## src/rtl/num_seg_pkg.sv

```systemverilog
// Shared constants for the 13-segment digit encoder: bit map, digit patterns, FSM states.
package num_seg_pkg;

  localparam int SEG_W = 13;

  localparam int BAR_TOP = 12;
  localparam int BAR_UR  = 11;
  localparam int BAR_LR  = 10;
  localparam int BAR_BOT = 9;
  localparam int BAR_LL  = 8;
  localparam int BAR_UL  = 7;
  localparam int BAR_MID = 6;

  localparam int CRN_TL = 5;
  localparam int CRN_TR = 4;
  localparam int CRN_MR = 3;
  localparam int CRN_BR = 2;
  localparam int CRN_BL = 1;
  localparam int CRN_ML = 0;

  typedef enum logic [1:0] {IDLE, SHIFT, ENCODE} state_t;

  // A corner joint lights whenever any bar meeting it is lit.
  function automatic logic [SEG_W-1:0] add_corners(input logic [SEG_W-1:0] bars);
    logic [SEG_W-1:0] m;
    m = bars;
    m[CRN_TL] = bars[BAR_TOP] | bars[BAR_UL];
    m[CRN_TR] = bars[BAR_TOP] | bars[BAR_UR];
    m[CRN_MR] = bars[BAR_UR]  | bars[BAR_LR] | bars[BAR_MID];
    m[CRN_BR] = bars[BAR_LR]  | bars[BAR_BOT];
    m[CRN_BL] = bars[BAR_BOT] | bars[BAR_LL];
    m[CRN_ML] = bars[BAR_UL]  | bars[BAR_LL] | bars[BAR_MID];
    return m;
  endfunction

  localparam logic [SEG_W-1:0] BLANK = '0;
  localparam logic [SEG_W-1:0] DASH  = add_corners(13'h0040);

  localparam logic [9:0][SEG_W-1:0] DIGIT_TABLE = {
    add_corners(13'h1EC0),  // 9
    add_corners(13'h1FC0),  // 8
    add_corners(13'h1C00),  // 7
    add_corners(13'h17C0),  // 6
    add_corners(13'h16C0),  // 5
    add_corners(13'h0CC0),  // 4
    add_corners(13'h1E40),  // 3
    add_corners(13'h1B40),  // 2
    add_corners(13'h0C00),  // 1
    add_corners(13'h1F80)   // 0
  };

endpackage

```

## src/rtl/num_seg_encoder_seg13_lut.sv

```systemverilog
// Combinational BCD digit to 13-bit segment mask; non-decimal codes render blank.
module seg13_lut
  import num_seg_pkg::*;
(
  input  logic [3:0]       digit,
  output logic [SEG_W-1:0] mask
);

  always_comb begin
    mask = BLANK;
    if (digit <= 4'd9) mask = DIGIT_TABLE[digit];
  end

endmodule

```

## src/rtl/num_seg_encoder.sv

```systemverilog
// Binary to BCD (double-dabble) to per-digit segment masks, committed on frame_start.
// Define NUMSEG_LZB_EN to blank leading zero digits.
module num_seg_encoder
  import num_seg_pkg::*;
#(
  parameter int DIGITS  = 4,
  parameter int VAL_W   = 14,
  parameter int MAX_VAL = 9999
) (
  input  logic                    clk,
  input  logic                    rst_n,
  input  logic                    in_valid,
  output logic                    in_ready,
  input  logic [VAL_W-1:0]        in_value,
  input  logic                    frame_start,
  output logic [DIGITS*SEG_W-1:0] seg_out,
  output logic                    busy
);

  localparam int CNT_W = $clog2(VAL_W);
  localparam int BCD_W = DIGITS * 4;
  localparam logic [VAL_W-1:0] MAX_V = VAL_W'(MAX_VAL);

  state_t                    state_q, state_d;
  logic [VAL_W-1:0]          value_q, value_d;
  logic [BCD_W-1:0]          bcd_q, bcd_d, bcd_adj;
  logic [CNT_W-1:0]          cnt_q, cnt_d;
  logic                      ovf_q, ovf_d;
  logic [DIGITS*SEG_W-1:0]   pending_q, pending_d;
  logic                      pending_valid_q, pending_valid_d;
  logic [DIGITS*SEG_W-1:0]   seg_q, seg_d;
  logic [DIGITS-1:0][3:0]    digit_code;
  logic [DIGITS-1:0][SEG_W-1:0] lut_mask;

  assign in_ready = (state_q == IDLE);
  assign busy     = (state_q == SHIFT) || (state_q == ENCODE);
  assign seg_out  = seg_q;

  always_comb begin
    for (int k = 0; k < DIGITS; k++) begin
      bcd_adj[4*k +: 4] = (bcd_q[4*k +: 4] >= 4'd5) ? bcd_q[4*k +: 4] + 4'd3 : bcd_q[4*k +: 4];
    end
  end

`ifdef NUMSEG_LZB_EN
  always_comb begin
    logic lead_zero;
    lead_zero = 1'b1;
    for (int k = DIGITS - 1; k >= 0; k--) begin
      lead_zero = lead_zero && (bcd_q[4*k +: 4] == 4'd0) && (k != 0);
      digit_code[k] = lead_zero ? 4'hF : bcd_q[4*k +: 4];
    end
  end
`else
  assign digit_code = bcd_q;
`endif

  for (genvar g = 0; g < DIGITS; g++) begin : g_lut
    seg13_lut u_lut (
      .digit (digit_code[g]),
      .mask  (lut_mask[g])
    );
  end

  always_comb begin
    state_d         = state_q;
    value_d         = value_q;
    bcd_d           = bcd_q;
    cnt_d           = cnt_q;
    ovf_d           = ovf_q;
    pending_d       = pending_q;
    pending_valid_d = pending_valid_q;
    seg_d           = seg_q;

    // Commit uses the old pending content even when ENCODE writes a new one this cycle.
    if (frame_start && pending_valid_q) begin
      seg_d           = pending_q;
      pending_valid_d = 1'b0;
    end

    case (state_q)
      IDLE: begin
        if (in_valid) begin
          value_d = in_value;
          ovf_d   = (in_value > MAX_V);
          bcd_d   = '0;
          cnt_d   = CNT_W'(VAL_W - 1);
          state_d = SHIFT;
        end
      end
      SHIFT: begin
        // A carry out of the top nibble only happens for inputs already flagged out of range.
        ovf_d   = ovf_q | bcd_adj[BCD_W-1];
        bcd_d   = {bcd_adj[BCD_W-2:0], value_q[VAL_W-1]};
        value_d = {value_q[VAL_W-2:0], 1'b0};
        cnt_d   = cnt_q - CNT_W'(1);
        if (cnt_q == '0) state_d = ENCODE;
      end
      ENCODE: begin
        pending_d       = ovf_q ? {DIGITS{DASH}} : lut_mask;
        pending_valid_d = 1'b1;
        state_d         = IDLE;
      end
      default: state_d = IDLE;
    endcase
  end

  always_ff @(posedge clk or negedge rst_n) begin
    if (!rst_n) begin
      state_q         <= IDLE;
      value_q         <= '0;
      bcd_q           <= '0;
      cnt_q           <= '0;
      ovf_q           <= 1'b0;
      pending_q       <= '0;
      pending_valid_q <= 1'b0;
      seg_q           <= '0;
    end else begin
      state_q         <= state_d;
      value_q         <= value_d;
      bcd_q           <= bcd_d;
      cnt_q           <= cnt_d;
      ovf_q           <= ovf_d;
      pending_q       <= pending_d;
      pending_valid_q <= pending_valid_d;
      seg_q           <= seg_d;
    end
  end

endmodule

```

## config.mk

```make
export PLATFORM = sky130hd
export DESIGN_NAME = num_seg_encoder
export DESIGN_NICKNAME = d
export VERILOG_FILES = /design/src/rtl/num_seg_pkg.sv /design/src/rtl/num_seg_encoder_seg13_lut.sv /design/src/rtl/num_seg_encoder.sv
export SDC_FILE = /design/constraint.sdc
export NUM_CORES = 1
export LEC_CHECK = 0
export ABC_CLOCK_PERIOD_IN_PS = 2000
export CORE_MARGIN = 2
export CORE_UTILIZATION = 30
export CTS_CLUSTER_DIAMETER = 60
export CTS_CLUSTER_SIZE = 40
export DETAILED_ROUTE_END_ITERATION = 10
export PLACE_DENSITY = 0.57
export SETUP_SLACK_MARGIN = 0.4
export SKIP_CTS_REPAIR_TIMING = 1
export SLEW_MARGIN = 20
export SYNTH_ARGS = -nofsm -noshare
export SYNTH_HDL_FRONTEND = slang
export SYNTH_SLANG_ARGS = --single-unit
export TNS_END_PERCENT = 50
```

## constraint.sdc

```tcl
create_clock -name clk -period 2 [get_ports clk]
set_input_delay 0.4 -clock clk [delete_from_list [all_inputs] [get_ports clk]]
set_output_delay 0.4 -clock clk [all_outputs]
set_load 0.005 [all_outputs]
```

Word-level counts from Yosys, hierarchy flattened

Memory sizes are Yosys's and may differ from the RTL's.
Cells that the tools add are included.
W data, S select, Z words.

Logic and storage cells: 69
Memories: 4
Input port bits: 18
Bits in registers: 142
ROM bits: 832

Memories:

| name            | depth | width | rd ports | clocked after Yosys merged registers in | write ports | line                            | RTL |
|---|---|---|---|---|---|---|---|
| (no name shown) | 16    | 13    | 1        | 0                                       | 0           | num_seg_encoder_seg13_lut.sv:11 | `if (digit <= 4'd9) mask = DIGIT_TABLE[digit];` |
| (no name shown) | 16    | 13    | 1        | 0                                       | 0           | num_seg_encoder_seg13_lut.sv:11 |  |
| (no name shown) | 16    | 13    | 1        | 0                                       | 0           | num_seg_encoder_seg13_lut.sv:11 |  |
| (no name shown) | 16    | 13    | 1        | 0                                       | 0           | num_seg_encoder_seg13_lut.sv:11 |  |

Eq/ne operators: 4
$lt $le $gt $ge: 13
Add/subtract/negate cells: 5
Bitwise logic cells: 1
Reduce and logical (&&, ||, !) cells: 8
Muxes and demuxes: 26

Operators by type and width:

| cell                   | count |
|---|---|
| $mux W13               | 8 |
| $mux W52               | 1 |
| $pmux W16 S2           | 1 |
| $pmux W14 S2           | 1 |
| $lt A4 B5 Y1 const B   | 4 |
| $mux W4                | 5 |
| $add A4 B2 Y4 const B  | 4 |
| $ge A4 B3 Y1 const B   | 4 |
| $le A4 B4 Y1 const B   | 4 |
| $mux W16               | 1 |
| $gt A14 B14 Y1 const B | 1 |
| $mux W14               | 1 |
| $pmux W4 S2            | 1 |
| $logic_not A4 Y1       | 1 |
| $mux W2                | 2 |
| $pmux W2 S2            | 1 |
| $reduce_and A2 Y1      | 2 |
| $reduce_bool A2 Y1     | 2 |
| $sub A4 B1 Y4 const B  | 1 |
| $mux W1                | 3 |
| $eq A2 B1 Y1 const B   | 1 |
| $eq A2 B2 Y1 const B   | 1 |
| $logic_not A2 Y1       | 1 |
| $ne A2 B1 Y1 const B   | 1 |
| 5 further kinds        | 5 |

Longest topological paths before layout

Gate-level depths: netlist of run 1.

Depth in word-level cells: 4
Mapped depth: 8

Modules after synthesis

Synthesis of run 1 repeated with hierarchy kept, for this count alone.

Cells, all modules: 712
Area total of the unflattened synthesis: 7026.7 um^2

Modules (own cells, without submodules):

| module          | area each (um^2) | cells each | sequential area each (um^2) | times used |
|---|---|---|---|---|
| num_seg_encoder | 6025.8           | 580        | 3553.4                      | 1 |
| seg13_lut       | 250.2            | 33         | 0.0                         | 4 |

Worst setup path before layout of run 1

Ideal clock, no wire load.

Path type: flip-flop to flip-flop
Start point: register bcd_q[4]
End point: register bcd_q[6]
Cell stages (with the launch flop): 7
Arrival time: 1.563 ns
Clock period less this slack: 1.637 ns
Slack: 0.363 ns
Library setup time: 0.074 ns
Cells stage by stage: dfrtp_1 > inv_1 > ha_1 > nand2b_1 > a21oi_1 > mux2_2 > o21ai_2

Cells in the longest elaborated chain, start to end: 3
Elaborated cells between the ends (all ways): 4

Ends and longest elaborated chain:

| element                                       | line                   | RTL |
|---|---|---|
| from (decl)                                   | num_seg_encoder.sv:26  | `logic [BCD_W-1:0] bcd_q, bcd_d, bcd_adj;` |
| from (signal assigned)                        | num_seg_encoder.sv:112 | `bcd_q <= '0;` |
| from (signal assigned)                        | num_seg_encoder.sv:121 | `bcd_q <= bcd_d;` |
| $add A4 B2 Y4 or $ge A4 B3 Y1 (tied branches) | num_seg_encoder.sv:41  | `bcd_adj[4*k +: 4] = (bcd_q[4*k +: 4] >= 4'd5) ? bcd_q[4*k +: 4] + 4'd3 : bcd_q[4*k +: 4];` |
| $mux W4 (*)                                   | num_seg_encoder.sv:41  |  |
| $pmux W16 S2 (*)                              | num_seg_encoder.sv:81  | `case (state_q)` |

Mark *: on every way between the ends. The rest lies on a longest branch, timed or not.
A chain may end at the register's enable or synchronous reset.

Worst setup path after layout of run 1

Start point: register state_q[1]
End point: register ovf_q

Cells in the longest elaborated chain, start to end: 3
Elaborated cells between the ends (all ways): 6

Ends and longest elaborated chain:

| element                                                             | line                   | RTL |
|---|---|---|
| from (decl)                                                         | num_seg_encoder.sv:24  | `state_t state_q, state_d;` |
| from (signal assigned)                                              | num_seg_encoder.sv:119 | `state_q <= state_d;` |
| $eq A2 B1 Y1 or $logic_not A2 Y1 (tied branches)                    | num_seg_encoder.sv:81  |  |
| $reduce_bool A2 Y1 (no source line) or $ne A2 B2 Y1 (tied branches) | --                     |  |
| $reduce_and A2 Y1 (no source line)                                  | --                     |  |
| to (signal assigned)                                                | num_seg_encoder.sv:123 | `ovf_q <= ovf_d;` |
| to (decl)                                                           | num_seg_encoder.sv:28  | `logic ovf_q, ovf_d;` |

Several ways; a longest one is shown, not always the timed one.

==> results by group, run 1 <==
Run status
  – Status: complete, no violations

Cells and area
  – Finished Core Util: 0.409
  – Sequential cell area: 3160 sq um
  – Fraction of final layout cells sized beyond drive strength 1: 0.203
  – Final antenna diode count: 0
  – Filler Cell Count: 1,896
  – Number of non-filler instances in the completed layout: 971
  – Area occupied by multi-input gates: 2460 sq um
  – Area growth, synth to finish: 33.9%
  – Total Nets Final: 732

Clock network
  – H-tree depth: 4
  – Clock Tree Root: sky130_fd_sc_hd__clkbuf_16
  – Clock buffer count from CTS: 17
  – Num Clock Sinks: 126
  – Clock latency of the later-clocked register in the worst-skew pair: 0.41 ns
  – Clock tree from TritonCTS: done
  – Buffer levels on the longest clock path: 2
  – CTS clock-pin slew for the worst setup and hold paths: 0.06 ns

Floorplanning
  – Full die area: 20,900 sq um
  – Standard cell core area: 19,400 sq um
  – Placement Rows: 51
  – Die Height: 145 um
  – Chip width: 145 um
  – # IOs: 72
  – Effective utilization at floorplan: 0.305

Synth
  – Distinct cell type count of the synthesized netlist: 44
  – Post-Syn Area: 5930 sq um
  – Synthesized netlist net count: 638
  – Number of synthesized flops with an enable pin: 0
  – Share of synthesized flip-flops with an asynchronous set or reset: 1.00
  – Sequential element share of the synthesized area: 0.532
  – Synth top area share: 0.532
  – Leading register cell type out of synthesis: sky130_fd_sc_hd__dfrtp_1
  – Mean area per synthesized cell: 9.88 sq um
  – Number of standard cells after synthesis: 600
  – Top post-synthesis cells by area: sky130_fd_sc_hd__dfrtp_1, sky130_fd_sc_hd__o21ai_0, sky130_fd_sc_hd__nand2_1, sky130_fd_sc_hd__ha_1, sky130_fd_sc_hd__inv_1
  – Leading cell types by count after synthesis: sky130_fd_sc_hd__dfrtp_1, sky130_fd_sc_hd__nand2_1, sky130_fd_sc_hd__o21ai_0
  – Yosys top cell by area: sky130_fd_sc_hd__dfrtp_1
  – Count of state elements after synthesis: 126
  – Most common cell in the synthesized netlist: sky130_fd_sc_hd__dfrtp_1
  – Synthesis warning total: 0

Critical path
  – Class of the most critical setup path: register to register
  – Cell occurring most often along the worst timing path: sky130_fd_sc_hd__inv_2
  – Maximum fanout encountered on the critical timing path: 10
  – Standard cell with the maximum stage delay on the critical path: sky130_fd_sc_hd__dfrtp_1
  – Crit path max-delay family: buffers and inverters
  – Startpoint type of the worst setup path: register
  – Sort of element at the end of the critical path: register
  – WP buf/inv: 3
  – Arrival time reported for the critical path endpoint: 2.01 ns
  – Required @ worst endpoint: 2.29 ns
  – Delay of the slowest cell on the worst path: 0.40 ns
  – CP Cell Sequence: inv_2 -> ha_2 -> buf_4 -> inv_2 -> a2111oi_4 -> nor2_1

Power and ir drop
  – Total Power: 0.0104 W
  – Peak ir drop on the vdd network: 0.000793 V
  – Power Density: 1310 nW/um^2
  – Leakage power total: 3.52 nW

GRT
  – GRT Resource Usage Total: 0.127
  – Remaining global-route overflow: 0
  – Antenna violations before repair: 0
  – Vias in the first global route: 4,115
  – Pin count of the biggest net entering global routing: 60
  – Global-route wire length before repair: 20,800 um

Routing
  – Post-route antenna net violation count: 0
  – Iteration-0 DRC Markers: 167
  – Detail-routed via count per cell: 4.52
  – Via count of the routed design: 4,392
  – Total Routed Length: 13,200 um
  – Number of DRC violations after detailed routing: 0
  – Count of TritonRoute iterations in the first routing pass: 5
  – Post-DR wirelength/cell: 13.5 um

Timing
  – # setup viols final: 0
  – Unrepaired setup endpoints after global routing: yes
  – Post-Route Skew: 0.0138 ns
  – Max-slew violation count: 0
  – Share of the clock period used by the worst path: 0.860
  – Number of failing hold endpoints at the final stage: 0
  – Worst slack on hold paths: 0.374 ns
  – Headroom to the max-slew limit: 0.646
  – Maximum frequency from static timing analysis: 0.582 GHz
  – Final critical delay including setup and external delays: 1.72 ns
  – Sum of negative setup slack: 0 ns
  – Tightest Pin Transition: 0.531 ns

Place
  – Count of input and output buffers: 71
  – Final RePlAce weighted congestion: 0.764
  – Dpl cells: 912
  – Final HPWL DP: 8370 um

Worst hold path
  – Type of the tightest min-delay check: input port to asynchronous set/reset pin

Run
  – MaxCap Viol Count: 0
routing by layer:
layer  wire length (um)  vias to the layer above  track usage
li1                   -                     2227            -
met1               6720                     2058        0.187
met2               5770                       93        0.181
met3                519                       14       0.0288
met4                147                        0       0.0460
met5                  0                        -            0
report_power, final:
group / internal [W] / leakage [nW] / switching [W]
sequential: 0.00321 / 1.69 / 0.000405
combinational: 0.00180 / 1.53 / 0.00185
clock: 0.00200 / 0.294 / 0.00116
total: 0.00700 / 3.52 / 0.00341
flip-flops by register name, summed over array words and instances, names as in the netlist:
register / flops
value_q: 14
state_q: 2
ovf_q: 1
cnt_q: 4
seg_out: 44
pending_q: 44
pending_valid_q: 1
bcd_q: 16
logic make-up (layout without fill, tap and decap cells):
kind of cell	after synthesis	after routing	synth area share
flops	126	126	0.532
simple gates	147	147	0.110
fa+ha+maj	20	20	0.0422
xor+xnor	5	5	0.00739
buf+inv	106	210	0.0878
mux	17	17	0.0291
compound gates	179	181	0.191
cell usage in the layout, fill, tap and decap left out, drive strengths merged, types with 4 or more instances in the layout:
master	synthesis	final
nor2	25	25
clkinv	0	5
a21oi	21	21
nor3	9	9
o21ai	90	91
o22ai	45	45
ha	20	20
clkbuf	13	21
nand2b	7	7
dfrtp	126	126
xnor2	4	4
a2bb2oi	4	4
o31ai	4	4
clkdlybuf4s50	0	64
nor3b	11	11
mux2i	15	15
nor2b	6	6
inv	66	69
buf	27	41
nand3	4	4
dlymetal6s2s	0	5
nand2	81	81
stage by stage:
| step | cell area [sq um] | setup slack [ns] |
|---|---|---|
| detailed placement | 6880 | -0.116 |
| CTS | 7480 | -0.209 |
| floorplan | 5930 | 0.429 |
| global placement | 6880 | -0.0879 |
| global route | 7930 | 0.245 |
| finish | 7930 | 0.280 |
layout make-up:
type / count / share of cell area
clock buffers: 19 / 0.0558
clock inverters: 12 / 0.0202
inverters: 66 / 0.0315
multi-input cells: 370 / 0.310
flip-flops and latches: 126 / 0.398
well taps: 265 / 0.0418
repair buffers: 113 / 0.143
path summary, 6_finish.rpt:
kind	from	end	slack, ns	depth (start not counted)
worst max-delay path	state_q[1]	ovf_q	0.28	6
worst min-delay path	rst_n	pending_q[7]	0.37	2
worst max register to register	state_q[1]	ovf_q	0.28	6
worst min register to register	seg_out[49]	seg_out[49]	0.48	2
max in group asynchronous	rst_n	bcd_q[8]	1.04	3
min in group clk	seg_out[49]	seg_out[49]	0.48	2
(Power assumes the default switching activity.)
==> inputs of run 2 (changes only) <==
--- a/config.mk
+++ b/config.mk
@@ -5,8 +5,6 @@
 export SDC_FILE = /design/constraint.sdc
 export NUM_CORES = 1
 export LEC_CHECK = 0
-export ABC_CLOCK_PERIOD_IN_PS = 2000
-export CORE_MARGIN = 2
 export CORE_UTILIZATION = 30
 export CTS_CLUSTER_DIAMETER = 60
 export CTS_CLUSTER_SIZE = 40
==> results by group, run 2 (synthesized netlist as in run 1, its figures left out) <==
Cells and area
  – Area growth, synth to finish: 32.3% (was 33.9%)
  – Number of non-filler instances in the completed layout: 969 (was 971)
  – Finished Core Util: 0.404 (was 0.409)
  – Total Nets Final: 729 (was 732)
  – Leading cell type in the layout, fill and taps excluded: sky130_fd_sc_hd__dfrtp_1 (unchanged)
  – Most frequent cells in the layout: sky130_fd_sc_hd__dfrtp_1, sky130_fd_sc_hd__nand2_1, sky130_fd_sc_hd__o21ai_0, sky130_fd_sc_hd__clkdlybuf4s50_1, sky130_fd_sc_hd__inv_1 (unchanged)
  – Final antenna diode count: 0 (unchanged)
  – Fraction of final layout cells sized beyond drive strength 1: 0.189 (was 0.203)

Clock network
  – H-tree depth: 4 (unchanged)
  – Clock tree from TritonCTS: done (unchanged)
  – Clock buffer count from CTS: 17 (unchanged)
  – Clock latency of the later-clocked register in the worst-skew pair: 0.42 ns (was 0.41 ns)
  – Num Clock Sinks: 126 (unchanged)
  – CTS clock-pin slew for the worst setup and hold paths: 0.06 ns (about the same)
  – Clock Tree Root: sky130_fd_sc_hd__clkbuf_16 (unchanged)
  – Buffer levels on the longest clock path: 2 (unchanged)

Floorplanning
  – Die Height: 143 um (was 145 um)
  – Chip width: 143 um (was 145 um)
  – # IOs: 72 (unchanged)
  – Standard cell core area: 19,400 sq um (unchanged)
  – Full die area: 20,300 sq um (was 20,900 sq um)
  – Effective utilization at floorplan: 0.305 (unchanged)
  – Placement Rows: 51 (unchanged)

Critical path
  – Class of the most critical setup path: register to output port (was register to register)
  – Standard cell with the maximum stage delay on the critical path: sky130_fd_sc_hd__clkdlybuf4s50_1 (was sky130_fd_sc_hd__dfrtp_1)
  – Crit path max-delay family: buffers and inverters (unchanged)
  – Maximum fanout encountered on the critical timing path: 2 (was 10)
  – Delay of the slowest cell on the worst path: 0.51 ns (was 0.40 ns)
  – Arrival time reported for the critical path endpoint: 1.30 ns (was 2.01 ns)
  – Startpoint type of the worst setup path: register (unchanged)
  – WP buf/inv: 1 (was 3)
  – CP Cell Sequence: clkdlybuf4s50_1 (was inv_2 -> ha_2 -> buf_4 -> inv_2 -> a2111oi_4 -> nor2_1)
  – Required @ worst endpoint: 1.60 ns (was 2.29 ns)
  – Sort of element at the end of the critical path: output port (was register)

Routing
  – Count of TritonRoute iterations in the first routing pass: 4 (was 5)
  – Detail-routed via count per cell: 4.46 (was 4.52)
  – Post-route antenna net violation count: 0 (unchanged)
  – Total Routed Length: 12,500 um (was 13,200 um)
  – Post-DR wirelength/cell: 12.9 um (was 13.5 um)
  – Number of DRC violations after detailed routing: 0 (unchanged)
  – Via count of the routed design: 4,325 (was 4,392)
  – Iteration-0 DRC Markers: 238 (was 167)

GRT
  – Antenna violations before repair: 0 (unchanged)
  – Vias in the first global route: 4,146 (was 4,115)
  – Pin count of the biggest net entering global routing: 51 (was 60)
  – GRT Resource Usage Total: 0.134 (was 0.127)
  – Global-route wire length before repair: 21,300 um (was 20,800 um)
  – Remaining global-route overflow: 0 (unchanged)

Timing
  – Headroom to the max-slew limit: 0.692 (was 0.646)
  – Worst slack on hold paths: 0.465 ns (was 0.374 ns)
  – Number of failing hold endpoints at the final stage: 0 (unchanged)
  – Final critical-path setup slack: 0.302 ns (was 0.280 ns)
  – Maximum frequency from static timing analysis: 0.589 GHz (was 0.582 GHz)
  – Share of the clock period used by the worst path: 0.849 (was 0.860)
  – Max-slew violation count: 0 (unchanged)
  – Final critical delay including setup and external delays: 1.70 ns (was 1.72 ns)
  – Unrepaired setup endpoints after global routing: yes (unchanged)
  – # setup viols final: 0 (unchanged)
  – Post-Route Skew: 0.00679 ns (was 0.0138 ns)
  – Tightest Pin Transition: 0.462 ns (was 0.531 ns)

Run
  – MaxCap Viol Count: 0 (unchanged)

Place
  – Final HPWL DP: 8540 um (was 8370 um)
  – Count of input and output buffers: 71 (unchanged)
  – Dpl cells: 918 (was 912)
  – Dpl ws: -0.0356 ns (was -0.116 ns)
  – Final RePlAce weighted congestion: 0.738 (was 0.764)

Run status
  – Status: complete, no violations (unchanged)

Worst hold path
  – Type of the tightest min-delay check: input port to asynchronous set/reset pin (unchanged)

Power and ir drop
  – Power Density: 1290 nW/um^2 (was 1310 nW/um^2)
  – Peak ir drop on the vdd network: 0.000610 V (was 0.000793 V)
  – Leakage power total: 3.50 nW (was 3.52 nW)
[run 2: per-stage QoR]
step | TNS [ns] | total power (W) | instance area, sq um
final | 0 | 0.0101 | 7840
after global routing | 0 | 0.0108 | 7840
after CTS | -0.260 | 0.00983 | 7540
after detailed placement | -0.0356 | 0.00667 | 6940
after global placement | -0.0184 | 0.00661 | 6940
after floorplan | 0 | 0.00575 | 5930
[run 2: power by group]
part           total [W]  switching, W  internal, W
clock network    0.00312       0.00117      0.00195
logic            0.00337       0.00172      0.00165
registers        0.00359      0.000377      0.00321
total             0.0101       0.00327      0.00681
[run 2: worst register-to-register path: cells and delay by family (launching register included)]
kind / cells / cell delay [ns]
AO/OA/AOI/OAI: 1 / 0.47
adder cells (fa/ha/maj): 1 / 0.34
buffers and inverters: 2 / 0.27
flip-flops: 1 / 0.40
AND/OR/NAND/NOR: 1 / 0.09
[run 2: path summary, 6_finish.rpt]
kind	cells after the start	endpoint	slack, ns	start
worst max-delay path	1	seg_out[19]	0.30	seg_out[19]
max in group asynchronous	3	seg_out[17]	0.93	rst_n
worst min-delay path	2	pending_q[9]	0.46	rst_n
worst min register to register	2	seg_out[39]	0.47	seg_out[39]
worst max register to register	5	ovf_q	0.30	state_q[1]
min in group clk	2	seg_out[39]	0.47	seg_out[39]
[run 2: per-layer routing]
layer	routed length [um]	vias up	global-route usage	share of wire
met5	0	-	0	0
met4	152	0	0.0475	0.012
met3	414	14	0.0347	0.033
met2	5410	68	0.191	0.43
met1	6520	2018	0.194	0.52
li1	-	2225	-	-
[run 2: final cells by class]
class,count,area [sq um]
clock buffers,21,470
clock inverters,11,133
fillers,1955,11600
inverters,66,248
multi-input cells,368,2370
flip-flops and latches,126,3160
well taps,265,332
repair buffers,112,1130
